$ cat config.mk
export PLATFORM = sky130hd
export DESIGN_NAME = npu_chk_lane_cmp
export DESIGN_NICKNAME = d
export VERILOG_FILES = /design/src/rtl/npu_chk_pkg.sv /design/src/rtl/npu_chk_lane_cmp.sv
export SDC_FILE = /design/constraint.sdc
export NUM_CORES = 1
export LEC_CHECK = 0
export ABC_AREA = 1
export CORE_ASPECT_RATIO = 1.2
export CORE_MARGIN = 10
export CORE_UTILIZATION = 33
export DETAILED_ROUTE_END_ITERATION = 6
export PLACE_DENSITY = 0.85
export SLEW_MARGIN = 10
export SYNTH_ARGS = -nofsm -noshare
export SYNTH_HDL_FRONTEND = slang
export SYNTH_SLANG_ARGS = --single-unit
$ cat constraint.sdc
create_clock -name vclk -period 7.2
set_input_delay 1.44 -clock vclk [all_inputs]
set_output_delay 1.44 -clock vclk [all_outputs]
set_load 0.01 [all_outputs]
$ cat src/rtl/npu_chk_pkg.sv
// Shared types, default sizes and helpers for the npu_res_checker slice.
// Default lane geometry mirrors globals_sv (N=4, W=16, PARTS=2).
package npu_chk_pkg;

  localparam int N_DEF     = 4;
  localparam int W_DEF     = 16;
  localparam int PARTS_DEF = 2;

  typedef enum logic [1:0] {
    ST_IDLE  = 2'd0,
    ST_RUN   = 2'd1,
    ST_DRAIN = 2'd2,
    ST_DONE  = 2'd3
  } state_t;

  function automatic int lpb_of(input int w, input int parts);
    return w / parts;
  endfunction

  function automatic int part_w_of(input int parts);
    return (parts > 1) ? $clog2(parts) : 1;
  endfunction

  localparam int LPB    = lpb_of(W_DEF, PARTS_DEF);
  localparam int PART_W = part_w_of(PARTS_DEF);

  // Clamp at max instead of wrapping.
  function automatic logic [31:0] sat_add(input logic [31:0] a, input logic [31:0] b,
                                          input logic [31:0] max);
    logic [32:0] s;
    s = {1'b0, a} + {1'b0, b};
    return (s > {1'b0, max}) ? max : s[31:0];
  endfunction

endpackage

$ cat src/rtl/npu_chk_lane_cmp.sv
// Combinational lane comparator: picks the golden slice for the beat's part,
// builds the mismatch mask, its popcount and the lowest mismatching lane.
module npu_chk_lane_cmp
  import npu_chk_pkg::*;
#(
  parameter int N      = N_DEF,
  parameter int W      = W_DEF,
  parameter int PARTS  = PARTS_DEF,
  parameter int LANES  = lpb_of(W, PARTS),
  parameter int PRT_W  = part_w_of(PARTS),
  parameter int LANE_W = (LANES > 1) ? $clog2(LANES) : 1,
  parameter int POP_W  = $clog2(LANES + 1)
) (
  input  logic [N*LANES-1:0] data,
  input  logic [PRT_W-1:0]   part,
  input  logic [N*W-1:0]     gold,
  output logic               part_ok,
  output logic               any_err,
  output logic [POP_W-1:0]   pop,
  output logic [LANE_W-1:0]  first_lane
);

  logic [N*LANES-1:0] slice;
  logic [LANES-1:0]   mask;

  assign part_ok = (32'(part) < PARTS);

  // Lane 0 sits in the MSBs, so part p starts p*LANES lanes below the top.
  always_comb begin
    slice = '0;
    for (int p = 0; p < PARTS; p++) begin
      if (part == PRT_W'(p)) slice = gold[N*W-1-p*N*LANES -: N*LANES];
    end
  end

  always_comb begin
    mask       = '0;
    pop        = '0;
    first_lane = '0;
    for (int k = 0; k < LANES; k++) begin
      mask[k] = part_ok && (data[N*LANES-1-k*N -: N] != slice[N*LANES-1-k*N -: N]);
    end
    for (int k = 0; k < LANES; k++) begin
      pop = pop + POP_W'(mask[k]);
    end
    for (int k = LANES - 1; k >= 0; k--) begin
      if (mask[k]) first_lane = LANE_W'(k);
    end
  end

  assign any_err = |mask;

endmodule

==> impl_metrics.env <==
export IMPL_outcome="completed"
export IMPL_fmax_mhz=145
export IMPL_drive_gt1_share_pct=4.46
export IMPL_syn_inst=233
export IMPL_hold_path_class="primary input to output pin"
export IMPL_yosysTopAreaCell="nand2_1"
export IMPL_rows=24
export IMPL_die_width_um=75.4
export IMPL_post_route_drc_count=0
export IMPL_ios=106
export IMPL_finalWeightedCongestion=0.748
export IMPL_track_usage_pct=13.3
export IMPL_die_area_um2=6520
export IMPL_grt_overflow=0
export IMPL_grt_max_degree=20
export IMPL_antenna_found_initial=0
export IMPL_crit_path_start_kind="primary input"
export IMPL_fin_crit_sh_pct=96.0
export IMPL_arrival_ns=5.47
export IMPL_grt_pass1_vias=1665
export IMPL_crit_type="primary input to output pin"
export IMPL_grt_setup_unrepaired="no"
export IMPL_setup_viol=0
export IMPL_ys_warn_count=0
export IMPL_wl_um=4510
export IMPL_peakVddDrop_uv=66.4
export IMPL_layout_commonest_cell="nand2_1"
export IMPL_hold_path_depth=8
export IMPL_hold_viol=0
export IMPL_ys_seq_area_share_pct=0
export IMPL_synth_area_leaders="nand2_1 (41%), inv_1 (9.0%), xor2_1 (8.6%)"
export IMPL_clkbuf_count=0
export IMPL_detail_route_antenna_nets=0
export IMPL_avgSynthCellArea_um2=5.22
export IMPL_drt_pass1_iterations=4
export IMPL_syn_area_um2=1220
export IMPL_core_area_um2=3600
export IMPL_max_cap_violations=0
export IMPL_vias_per_cell=4.42
export IMPL_grt_pass1_wl_um=7210
export IMPL_drt_initial_drc_count=49
export IMPL_fin_nets=443
export IMPL_io_buffers=105
export IMPL_cp_end_kind="output pin"
export IMPL_yosysUniqueCellTypes=20
export IMPL_vias=1658
export IMPL_yosys_area_top_type_share_pct=40.7
export IMPL_synth_nets=338
export IMPL_fin_util_pct=63.9
export IMPL_syn_to_final_growth_pct=89.3
export IMPL_power_density_nw_per_um2=74.8
export IMPL_regArea_um2=0
export IMPL_cp_required_ns=5.76
export IMPL_hpwl_um=4180
export IMPL_min_period_ns=6.91
export IMPL_p_leak_nw=1.15
export IMPL_initial_core_util_pct=33.7
export IMPL_die_h_um=86.5
export IMPL_finalMaxSlewViolations=0
export IMPL_diodes=0
export IMPL_post_cts_buffers=0
export IMPL_crit_fanout=15
export IMPL_flops_and_latches=0
export IMPL_mostFrequentLayoutCells="nand2_1 (132), clkdlybuf4s50_1 (104), inv_1 (29), nand3_1 (13), xor2_1 (12)"
export IMPL_routedWlPerCell_um=12.0
export IMPL_fin_setup_tns_ns=0
routing by layer:
layer,routed length (um),GRT usage (%)
met5,0,0
met4,16,0.508
met3,446,3.66
met2,2490,27.2
met1,1560,13.1
synthesized netlist by cell type (all sizes together):
| cell type | number |
|---|---|
| xor2 | 12 |
| nor2 | 8 |
| nand2 | 132 |
| nand3b | 3 |
| buf | 8 |
| nor3b | 1 |
| nor3 | 3 |
| xnor2 | 11 |
| nand3 | 13 |
| a21oi | 2 |
| inv | 30 |
| fa | 4 |
| a21o | 1 |
| ha | 4 |
| conb | 1 |
repair_timing:
| action | in CTS | in global routing |
|---|---|---|
| gates resized for setup | 1 | 0 |
| setup endpoints to repair | 2 | 0 |
| hold buffers | 0 | 0 |
power by group:
part / switching (W) / total [W] / leakage (nW) / internal, W
Combinational: 0.0000689 / 0.000172 / 1.15 / 0.000103
Sequential: 0 / 0 / 0 / 0
Clock: 0 / 0 / 0 / 0
Total: 0.0000689 / 0.000172 / 1.15 / 0.000103
final timing paths:
kind / from / end
min: data[10] / first_lane[1]
max: part / pop[1]
per-stage QoR:
step	cells	hold WS, ns	worst slack, ns	total power [W]	instance area [um2]
after floorplan	233	3.16	1.07	0.0000838	1220
after global placement	375	4.15	0.0733	0.000172	2300
after detailed placement	375	4.16	0.00436	0.000175	2300
after CTS	375	4.16	0.255	0.000175	2300
after global routing	375	4.22	0.0330	0.000194	2300
final	375	4.15	0.290	0.000172	2300
area by class of cell:
cell class / count / area, um2
fill: 325 / 1300
timing repair buffer: 111 / 1110
multi-input combinational: 195 / 1030
inverter: 30 / 115
tap: 39 / 48.8
worst max-delay path, stage by stage:
cell             delay (ns)
dlygate4sd2_1          0.33
buf_12                 0.17
nand2_1                0.06
nand2_1                0.08
xnor2_1                0.13
nand2_1                0.09
nor3_2                 0.14
inv_1                  0.10
fa_1                   0.51
fa_1                   0.55
inv_1                  0.05
fa_1                   0.53
inv_1                  0.04
ha_1                   0.20
inv_1                  0.07
fa_1                   0.39
inv_1                  0.06
clkdlybuf4s50_1        0.53
kinds of logic (layout without fill, tap and decap cells):
kind of cell    count (synthesis)  count (layout)  share of synthesized area, %
compound gates                  3               3                          1.44
fa+ha+maj                       8               8                          10.7
buf+inv                        38             141                          15.2
xor+xnor                       23              23                          16.6
simple gates                  160             160                          55.8
other cells                     1               1                         0.308
No activity file was read; power rests on OpenSTA's default activity.
